--- src/rtl/mem_mover_pkg.sv ---
// Shared types and constants for the memory block mover (copy/fill DMA client).
package mem_mover_pkg;

  localparam int MEM_ADDR_W = 10;
  localparam int MEM_DATA_W = 32;
  localparam int MEM_DEPTH  = 1024;

  localparam logic MODE_COPY = 1'b0;
  localparam logic MODE_FILL = 1'b1;

  typedef enum logic [1:0] {
    S_IDLE = 2'd0,
    S_RUN  = 2'd1,
    S_DONE = 2'd2
  } state_t;

endpackage

--- src/rtl/mem_mover_addr_gen.sv ---
// Combinational address generator: picks the copy direction (memmove-safe, wrap-aware)
// and maps the running index to read/write addresses.
module mem_mover_addr_gen
  import mem_mover_pkg::*;
#(
  parameter int ADDR_W = MEM_ADDR_W
) (
  input  logic              i_mode,
  input  logic [ADDR_W-1:0] i_src,
  input  logic [ADDR_W-1:0] i_dst,
  input  logic [ADDR_W:0]   i_len,
  input  logic [ADDR_W-1:0] i_idx,
  output logic              o_desc,
  output logic [ADDR_W-1:0] o_ra,
  output logic [ADDR_W-1:0] o_wa
);

  localparam logic [ADDR_W-1:0] ONE = {{(ADDR_W-1){1'b0}}, 1'b1};

  logic [ADDR_W-1:0] w_dist;
  logic [ADDR_W-1:0] w_k;

  // Destination lies inside the source window (modulo depth): walk backwards.
  assign w_dist = i_dst - i_src;
  assign o_desc = (i_mode == MODE_COPY) && (i_dst != i_src) && ({1'b0, w_dist} < i_len);

  // k fits in ADDR_W bits because len-1 never exceeds depth-1 while running.
  assign w_k  = o_desc ? (i_len[ADDR_W-1:0] - i_idx - ONE) : i_idx;
  assign o_ra = i_src + w_k;
  assign o_wa = i_dst + w_k;

endmodule

--- src/rtl/mem_block_mover.sv ---
// Block copy/fill engine driving a single-clock memory, one word per cycle.
// Optional running checksum of written words: define MEM_MOVER_CHECKSUM_EN.
module mem_block_mover
  import mem_mover_pkg::*;
#(
  parameter int ADDR_W = MEM_ADDR_W,
  parameter int DATA_W = MEM_DATA_W
) (
  input  logic              clk,
  input  logic              rst,
  input  logic              start,
  input  logic              mode,
  input  logic [ADDR_W-1:0] src,
  input  logic [ADDR_W-1:0] dst,
  input  logic [ADDR_W:0]   len,
  input  logic [DATA_W-1:0] fill_val,
  output logic              busy,
  output logic              done,
  output logic              err,
  output logic [DATA_W-1:0] checksum,
  output logic [ADDR_W-1:0] mem_ra,
  output logic              mem_re,
  input  logic [DATA_W-1:0] mem_rd,
  output logic [ADDR_W-1:0] mem_wa,
  output logic [DATA_W-1:0] mem_wd,
  output logic              mem_we
);

  localparam logic [ADDR_W:0] DEPTH = {1'b1, {ADDR_W{1'b0}}};
  localparam logic [ADDR_W:0] ONE   = {{ADDR_W{1'b0}}, 1'b1};

  state_t              r_state;
  state_t              w_next;
  logic                r_mode;
  logic [ADDR_W-1:0]   r_src;
  logic [ADDR_W-1:0]   r_dst;
  logic [ADDR_W:0]     r_len;
  logic [DATA_W-1:0]   r_fill;
  logic [ADDR_W:0]     r_idx;
  logic                r_err;

  logic                w_accept;
  logic                w_run;
  logic                w_last;
  logic                w_desc;
  logic [ADDR_W-1:0]   w_ra;
  logic [ADDR_W-1:0]   w_wa;

  assign w_accept = (r_state == S_IDLE) && start;
  assign w_run    = (r_state == S_RUN);
  assign w_last   = (r_idx == (r_len - ONE));

  always_comb begin
    w_next = r_state;
    case (r_state)
      S_IDLE: begin
        if (start) begin
          if ((len == '0) || (len > DEPTH)) w_next = S_DONE;
          else                              w_next = S_RUN;
        end
      end
      S_RUN:   if (w_last) w_next = S_DONE;
      S_DONE:  w_next = S_IDLE;
      default: w_next = S_IDLE;
    endcase
  end

  always_ff @(posedge clk) begin
    if (rst) begin
      r_state <= S_IDLE;
      r_mode  <= MODE_COPY;
      r_src   <= '0;
      r_dst   <= '0;
      r_len   <= '0;
      r_fill  <= '0;
      r_idx   <= '0;
      r_err   <= 1'b0;
    end else begin
      r_state <= w_next;
      if (w_accept) begin
        r_mode <= mode;
        r_src  <= src;
        r_dst  <= dst;
        r_len  <= len;
        r_fill <= fill_val;
        r_idx  <= '0;
        r_err  <= (len > DEPTH);
      end else if (w_run) begin
        r_idx  <= r_idx + ONE;
      end
    end
  end

  mem_mover_addr_gen #(
    .ADDR_W (ADDR_W)
  ) u_addr_gen (
    .i_mode (r_mode),
    .i_src  (r_src),
    .i_dst  (r_dst),
    .i_len  (r_len),
    .i_idx  (r_idx[ADDR_W-1:0]),
    .o_desc (w_desc),
    .o_ra   (w_ra),
    .o_wa   (w_wa)
  );

  // Memory strobes/addresses depend on registered state only; data path is a plain mux.
  assign mem_re = w_run && (r_mode == MODE_COPY);
  assign mem_we = w_run;
  assign mem_ra = w_run ? w_ra : '0;
  assign mem_wa = w_run ? w_wa : '0;
  assign mem_wd = (w_run && (r_mode == MODE_COPY)) ? mem_rd : r_fill;

  assign busy = (r_state != S_IDLE);
  assign done = (r_state == S_DONE);
  assign err  = done && r_err;

`ifdef MEM_MOVER_CHECKSUM_EN
  logic [DATA_W-1:0] r_cks;

  always_ff @(posedge clk) begin
    if (rst)           r_cks <= '0;
    else if (w_accept) r_cks <= '0;
    else if (mem_we)   r_cks <= r_cks + mem_wd;
  end

  assign checksum = r_cks;
`else
  assign checksum = '0;
`endif

  logic w_unused;
  assign w_unused = w_desc;

endmodule

--- config.mk ---
export PLATFORM = sky130hd
export DESIGN_NAME = mem_block_mover
export DESIGN_NICKNAME = d
export VERILOG_FILES = /design/src/rtl/mem_mover_pkg.sv /design/src/rtl/mem_mover_addr_gen.sv /design/src/rtl/mem_block_mover.sv
export SDC_FILE = /design/constraint.sdc
export NUM_CORES = 1
export LEC_CHECK = 0
export CAP_MARGIN = 10
export CELL_PAD_IN_SITES_DETAIL_PLACEMENT = 1
export CELL_PAD_IN_SITES_GLOBAL_PLACEMENT = 2
export CORE_UTILIZATION = 29
export CTS_BUF_LIST = sky130_fd_sc_hd__clkbuf_4 sky130_fd_sc_hd__clkbuf_8 sky130_fd_sc_hd__clkbuf_16
export DETAILED_ROUTE_END_ITERATION = 10
export HOLD_SLACK_MARGIN = 0.1
export MAX_ROUTING_LAYER = met4
export PLACE_DENSITY = 0.9
export SETUP_SLACK_MARGIN = 0.5
export SYNTH_ARGS = -nofsm -noshare
export SYNTH_HDL_FRONTEND = slang
export SYNTH_HIERARCHICAL = 1
export SYNTH_SLANG_ARGS = --single-unit
--- constraint.sdc ---
create_clock -name clk -period 18.45 [get_ports clk]
set_input_delay 3.69 -clock clk [delete_from_list [all_inputs] [get_ports clk]]
set_output_delay 3.69 -clock clk [all_outputs]
set_load 0.02 [all_outputs]
==> reports/metrics.yaml, run 1 <==
routed_via_density: 4.77
track_usage: 0.176
path_buf_inv: 2
clock_latency_ns: 0.35
status: "complete, no violations"
grt_pass1_vias: 5047
antenna_found_initial: 0
cp.arrival_ns: 6.64
synthSimpleGateAreaFrac: 0.139
min_from: "r_fill[31]$_SDFFE_PP0P_"
routabilityCongestion: 0.820
clk_pin_slew_worst_paths_ns: 0.06
fmax_ghz: 0.0968
cts-root-buf: "clkbuf_16"
cts_max_level: 3
diodes: 0
rsz0062_at_grt: "false"
ys_async_sr_fraction: 0
dieHeight_um: 141
syn-cell-area_mm2: 0.00560
stdcell_area_mm2: 0.00760
min_period_over_period: 0.560
fin_util: 0.404
relSlewSlack: 0.518
setup_viol: 0
critical_path.top_delay_family: "compound AO/OA/AOI/OAI gates"
grt_use_met3: 0.0404
holdPathEnd: "r_fill[31]$_SDFFE_PP0P_"
muxShareOfSynthArea: 0.0827
rows: 50
start_util: 0.297
setup_ws_ns: 8.12
nFillCells: 2201
leakagePower_nw: 3.13
tightestPinTransition_ns: 0.723
hold_depth: 1
wl_per_cell_um: 16.1
first_pass_iters: 4
hold_path_class: "register to register"
clk_path_buf_depth: 2
p_total_mw: 0.660
cts_tree: "built"
fin_skew_ns: 0.00546
holdBufCountCts: 0
multi_input_area_mm2: 0.00370
grt_use_met1: 0.221
required_ns: 14.76
place_ws_ns: 8.59
drt_iter0_markers: 161
use_met2: 0.285
gr-total-overflow: 0
crit-reg2reg-launch: "r_len[0]$_SDFFE_PP0P_"
synth_top_family_by_area: "compound AO/OA/AOI/OAI gates"
crit_chain: "inv_1 > ha_1 > nor2b_1 > o21ai_0 > a21boi_0 > o21ai_0 > a21oi_1 > o211ai_1 > ha_1 > and4b_1 > a21oi_1 > o211ai_2 > a31oi_4 > mux2i_1 > ha_1 > a211oi_1 > o21ai_0 > a31o_2 > a21oi_1 > xnor2_1 > xnor2_1 > and2_1 > clkdlybuf4s50_1"
p_per_area_mw_per_mm2: 86.9
criticalPathCategory: "register to primary output"
whs_ns: 0.480
ir_worst_vdd_uv: 48.6
die_w_um: 141
cts.sinks: 78
hold_viol_final: 0
critical_path_peak_fanout: 15
timing.setup.tns_ns: 0
worstSetupEndpointType: "primary output"
syn_area_per_cell_um2: 9.02
synth-compound-area-share: 0.217
drv_slew: 0
port_buffers: 155
postCtsSetupRepairBufs: 0
synthAdderAreaFrac: 0.119
ys_seq_area_frac: 0.279
cap_violations: 0
drc_errors: 0
synth_ff_type: "dfxtp_1"
place_area_mm2: 0.00731
start_kind: "register"
cts_inserted_buffers: 9
drive_gt1_frac: 0.0880
dp.cells: 1018
fp.coreArea_mm2: 0.0188
fin_nets: 919
ant_nets: 0
synth_seq_cells: 78
period_minus_slack_ns: 10.33
grt_max_degree: 58
cpPeakStageDelay_ns: 0.60
regToRegEndpoint: "r_state[0]$_SDFFE_PP0P_"
ios: 188
syn_to_final_growth_pct: 35.7
critPathSlowestCell: "clkdlybuf4s50_1"
postSynthCellCount: 621
stdcell_count: 1033
ys_types: 58
synth_xor_area_frac: 0.0764
seqCellArea_mm2: 0.00156
synth_edf_count: 0
vias: 4927
worst-r2r-cell-count: 7
ctsResizeCount: 0
yosys_warnings: 6
r2r_slack_ns: 15.95
dpl.hpwl_mm: 13.1
dieArea_mm2: 0.0199
wl_mm: 16.6
busiest_layer: "met2"
grt_pass1_wl_mm: 26.6
## synthesized netlist by cell type (2+ instances only)
cell type | count | area [µm²]
dfxtp_1 | 78 | 1560
a22o_1 | 63 | 552
ha_1 | 47 | 588
inv_1 | 40 | 150
mux2_2 | 34 | 383
buf_4 | 33 | 248
nor2_1 | 33 | 124
nand2_1 | 30 | 113
xnor2_1 | 26 | 228
a21oi_1 | 25 | 125
and2_1 | 22 | 138
o21ai_0 | 22 | 110
xor2_1 | 21 | 184
clkbuf_1 | 18 | 67.6
nor3_1 | 11 | 55.1
a21o_1 | 8 | 60.1
mux2i_1 | 8 | 80.1
nor2b_1 | 8 | 50.1
a211oi_1 | 7 | 52.6
nand4_1 | 7 | 43.8
o21bai_1 | 7 | 52.6
nor4_1 | 6 | 37.5
or3_1 | 6 | 37.5
and3_1 | 5 | 31.3
nand3_1 | 5 | 25.0
fa_1 | 4 | 80.1
o21a_1 | 4 | 30.0
a211o_1 | 3 | 26.3
a31o_2 | 3 | 26.3
a31oi_1 | 3 | 18.8
o211ai_1 | 3 | 22.5
or2_2 | 3 | 18.8
nand2b_1 | 2 | 12.5
nor3b_1 | 2 | 15.0
## power breakdown
part           internal [mW]  switching (mW)  leakage (nW)
clock                  0.105          0.0764         0.143
sequential             0.179          0.0120         0.640
combinational          0.137           0.150          2.35
total                  0.422           0.238          3.13
## how the worst max path moves through the flow
stage | startpoint | end | slack (ns) | depth (start not counted)
finish | r_src[1]$_SDFFE_PP0P_ | mem_ra[9] | 8.12 | 23
detailed placement | r_src[1]$_SDFFE_PP0P_ | mem_ra[9] | 8.59 | 23
global route | r_src[1]$_SDFFE_PP0P_ | mem_ra[9] | 7.65 | 23
CTS | r_src[1]$_SDFFE_PP0P_ | mem_ra[9] | 8.18 | 23
floorplan | r_src[1]$_SDFFE_PP0P_ | mem_ra[9] | 9.98 | 22
global placement | r_src[1]$_SDFFE_PP0P_ | mem_ra[9] | 8.80 | 23
## cells by family after synthesis
kind of cell / after synthesis
buffers and inverters: 92
adders and majority gates: 51
muxes: 42
other: 1
AOI/OAI and AO/OA: 160
DFF: 78
xor gates and xnor gates: 48
and+or+nand+nor: 149
## cell usage in the layout (no fill, tap or decap), types with 5 or more instances in the layout
cell type        netlist  routed
clkdlybuf4s50_1        0     155
dfxtp_1               78      78
a22o_1                63      63
ha_1                  47      47
inv_1                 40      40
mux2_2                34      34
conb_1                 1      32
nor2_1                33      31
nand2_1               30      30
xnor2_1               26      26
a21oi_1               25      24
and2_1                22      22
o21ai_0               22      22
xor2_1                21      21
nor3_1                11      11
clkbuf_16              0       9
nor2b_1                8       8
mux2i_1                8       8
a21o_1                 8       8
nand4_1                7       7
o21bai_1               7       7
a211oi_1               7       7
or3_1                  6       6
nor4_1                 6       6
and3_1                 5       5
nand3_1                5       5
## registers in the layout, summed over array words and instances, names as in the netlist
| name | flops |
|---|---|
| r_src | 10 |
| r_fill | 32 |
| r_len | 11 |
| r_mode | 1 |
| r_state | 2 |
| r_idx | 11 |
| r_dst | 10 |
| r_err | 1 |
## routing by layer
metal	wire, µm	share of wire
met4	161	0.0097
met1	7910	0.48
met3	904	0.055
met5	0	0
met2	7620	0.46
## area by class of cell
cell class,count,share of cell area
multi-input cells,482,0.486
repair buffers,158,0.207
flip-flops and latches,78,0.205
well taps,260,0.0428
clock buffers,9,0.0296
inverters,40,0.0197
clock inverters,6,0.00905
(Power assumes the default switching activity.)
==> run 2: changes to the inputs <==
--- a/config.mk
+++ b/config.mk
@@ -8,12 +8,12 @@
 export CAP_MARGIN = 10
 export CELL_PAD_IN_SITES_DETAIL_PLACEMENT = 1
 export CELL_PAD_IN_SITES_GLOBAL_PLACEMENT = 2
-export CORE_UTILIZATION = 29
+export CORE_UTILIZATION = 27
 export CTS_BUF_LIST = sky130_fd_sc_hd__clkbuf_4 sky130_fd_sc_hd__clkbuf_8 sky130_fd_sc_hd__clkbuf_16
 export DETAILED_ROUTE_END_ITERATION = 10
 export HOLD_SLACK_MARGIN = 0.1
 export MAX_ROUTING_LAYER = met4
-export PLACE_DENSITY = 0.9
+export PLACE_DENSITY = 0.85
 export SETUP_SLACK_MARGIN = 0.5
 export SYNTH_ARGS = -nofsm -noshare
 export SYNTH_HDL_FRONTEND = slang
==> constraint.sdc (replaced) <==
create_clock -name clk -period 10 [get_ports clk]
set_input_delay 2 -clock clk [delete_from_list [all_inputs] [get_ports clk]]
set_output_delay 2 -clock clk [all_outputs]
set_load 0.02 [all_outputs]
==> reports/metrics.yaml, run 2 (same netlist as run 1, synthesis figures left out) <==
leakagePower_nw: 3.14  # +0.43%
fin_nets: 918  # -0.11%
cts_inserted_buffers: 9  # unchanged
dieArea_mm2: 0.0213  # +7.3%
port_buffers: 155  # unchanged
multi_input_area_mm2: 0.00370  # +0.14%
gr-total-overflow: 0  # unchanged
ctsResizeCount: 0  # unchanged
hold_path_class: "register to register"
drv_slew: 0  # unchanged
min_from: "r_err$_SDFFE_PP0P_"
first_pass_iters: 4  # unchanged
diodes: 0  # unchanged
rsz0062_at_grt: "false"
dieHeight_um: 146  # +3.6%
min_period_over_period: 0.854
p_comb_frac: 0.421  # -0.014
fmax_ghz: 0.117
postCtsSetupRepairBufs: 0  # unchanged
net-switching-power_mw: 0.436  # +83%
clkPwrFrac: 0.295  # +0.020
wl_mm: 16.4  # -1.1%
worstSetupEndpointType: "primary output"
cts.sinks: 78  # unchanged
grt_pass1_wl_mm: 26.5  # -0.60%
wl_met1_mm: 8.03  # +1.6%
relSlewSlack: 0.354  # -0.163
r2r_slack_ns: 7.50  # -8.45 ns
final_cell_mix: "155 x clkdlybuf4s50_1, 78 x dfxtp_1, 63 x a22o_1"
switching_share: 0.351  # -0.0105
final_common_cell: "clkdlybuf4s50_1"
drt_iter0_markers: 189  # +17%
syn_to_final_growth_pct: 36.4
largest_reg_flops: 32  # unchanged
clk_path_buf_depth: 2  # unchanged
hold_depth: 1  # unchanged
tightestPinTransition_ns: 0.966  # +0.244 ns
track_usage: 0.160  # -0.0158
cts-root-buf: "clkbuf_16"
cts_tree: "built"
crit-reg2reg-launch: "r_len[0]$_SDFFE_PP0P_"
routabilityCongestion: 0.783  # -4.5%
p_total_mw: 1.24  # +88%
rows: 52  # +4.0%
route.met3.wl_um: 666  # -26%
worst-r2r-cell-count: 7  # unchanged
critical_path_peak_fanout: 15  # unchanged
fin_skew_ns: 0.00407  # -0.00139 ns
clock_latency_ns: 0.34  # about the same
status: "complete, no violations"
seqPwrFrac: 0.284  # -0.006
antenna_found_initial: 0  # unchanged
holdPathEnd: "r_err$_SDFFE_PP0P_"
ir_worst_vdd_uv: 94.7  # +95%
ant_nets: 0  # unchanged
seqCellArea_mm2: 0.00156  # unchanged
dpl.hpwl_mm: 12.7  # -2.9%
drc_errors: 0  # unchanged
timing.setup.tns_ns: 0  # unchanged
start_kind: "register"
dr.max_layer_used: "met4"
clk_pin_slew_worst_paths_ns: 0.06  # about the same
die_w_um: 146  # +3.6%
cts_max_level: 3  # unchanged
top_register: "r_fill"
start_util: 0.276  # -0.0215
holdBufCountCts: 0  # unchanged
cap_violations: 0  # unchanged
period_minus_slack_ns: 8.54
cp.arrival_ns: 6.54  # -0.10 ns
p_per_area_mw_per_mm2: 163  # +87%
wl_met2_mm: 7.48  # -1.7%
routed_via_density: 4.78  # +0.29%
drive_gt1_frac: 0.0880  # unchanged
required_ns: 8.00  # -6.76 ns
criticalPathCategory: "register to primary output"
wl_per_cell_um: 15.7  # -2.0%
reg_top3: "r_fill: 32 flops, r_idx: 11 flops, r_len: 11 flops"
grt_max_degree: 54  # -6.9%
ios: 188  # unchanged
vias: 4989  # +1.3%
grt_pass1_vias: 5128  # +1.6%
fp.coreArea_mm2: 0.0203  # +7.8%
internal_power_mw: 0.807  # +91%
regToRegEndpoint: "r_state[0]$_SDFFE_PP0P_"
hold_viol_final: 0  # unchanged
nFillCells: 2398  # +9.0%
setup_viol: 0  # unchanged
-- run 2: cell count changes in the layout (fill, tap and decap cells not counted), sizes merged --
cell | previous run | this run
bufinv | 1 | 2
clkinv | 1 | 2
buf | 3 | 2
inv | 43 | 41
clkbuf | 9 | 11
clkinvlp | 1 | 0
-- run 2: power groups by stage --
stage                     combinational [mW]  clock (mW)  sequential, mW
after floorplan                        0.370           0           0.351
after global placement                 0.521           0           0.360
after detailed placement               0.526           0           0.360
after CTS                              0.530       0.376           0.354
after global routing                   0.576       0.388           0.356
final                                  0.523       0.366           0.353
-- run 2: layer usage --
| layer | vias up | GRT usage |
|---|---|---|
| li1 | 2472 | - |
| met3 | 16 | 0.0247 |
| met2 | 148 | 0.256 |
| met4 | 0 | 0.0505 |
| met5 | - | - |
| met1 | 2353 | 0.206 |
-- run 2: worst max path at each step --
| stage | start | endpoint | slack (ns) | cells after the start |
|---|---|---|---|---|
| after floorplan | r_src[1]$_SDFFE_PP0P_ | mem_ra[9] | 3.22 | 22 |
| after global placement | r_src[1]$_SDFFE_PP0P_ | mem_ra[9] | 1.94 | 23 |
| after detailed placement | r_src[1]$_SDFFE_PP0P_ | mem_wa[9] | 1.82 | 23 |
| after CTS | r_src[1]$_SDFFE_PP0P_ | mem_ra[9] | 1.42 | 23 |
| after global routing | r_src[1]$_SDFFE_PP0P_ | mem_wa[9] | 0.89 | 23 |
| final | r_src[1]$_SDFFE_PP0P_ | mem_ra[9] | 1.46 | 23 |
-- run 2: final cells by class --
class / instances / area share
Tap cell: 270 / 0.0442
Timing Repair Buffer: 157 / 0.205
Clock inverter: 5 / 0.0108
Inverter: 40 / 0.0196
Clock buffer: 11 / 0.0314
Multi-Input combinational cell: 482 / 0.485
Sequential cell: 78 / 0.204
-- run 2: per-stage QoR --
stage	util	hold slack (ns)	cells	area [µm²]	worst slack, ns
5_1_grt	0.376	0.492	1043	7640	0.895
2_1_floorplan	-	0.434	652	5720	3.22
3_3_place_gp	0.361	0.451	1027	7320	1.94
3_5_place_dp	0.361	0.456	1027	7320	1.82
4_1_cts	0.376	0.474	1043	7640	1.42
6_report	0.376	0.472	1043	7640	1.46
-- run 2: worst max-delay path, stage by stage (launching register included) --
cell	delay [ns]
dfxtp_1	0.42
inv_1	0.11
ha_1	0.31
nor2b_1	0.13
o21ai_0	0.23
a21boi_0	0.17
o21ai_0	0.33
a21oi_1	0.16
o211ai_1	0.22
ha_1	0.27
and4b_1	0.22
a21oi_1	0.18
o211ai_2	0.12
a31oi_4	0.41
mux2i_1	0.55
ha_1	0.35
a211oi_1	0.30
o21ai_0	0.21
a31o_2	0.29
a21oi_1	0.19
xnor2_1	0.16
xnor2_1	0.13
and2_1	0.14
clkdlybuf4s50_1	0.60
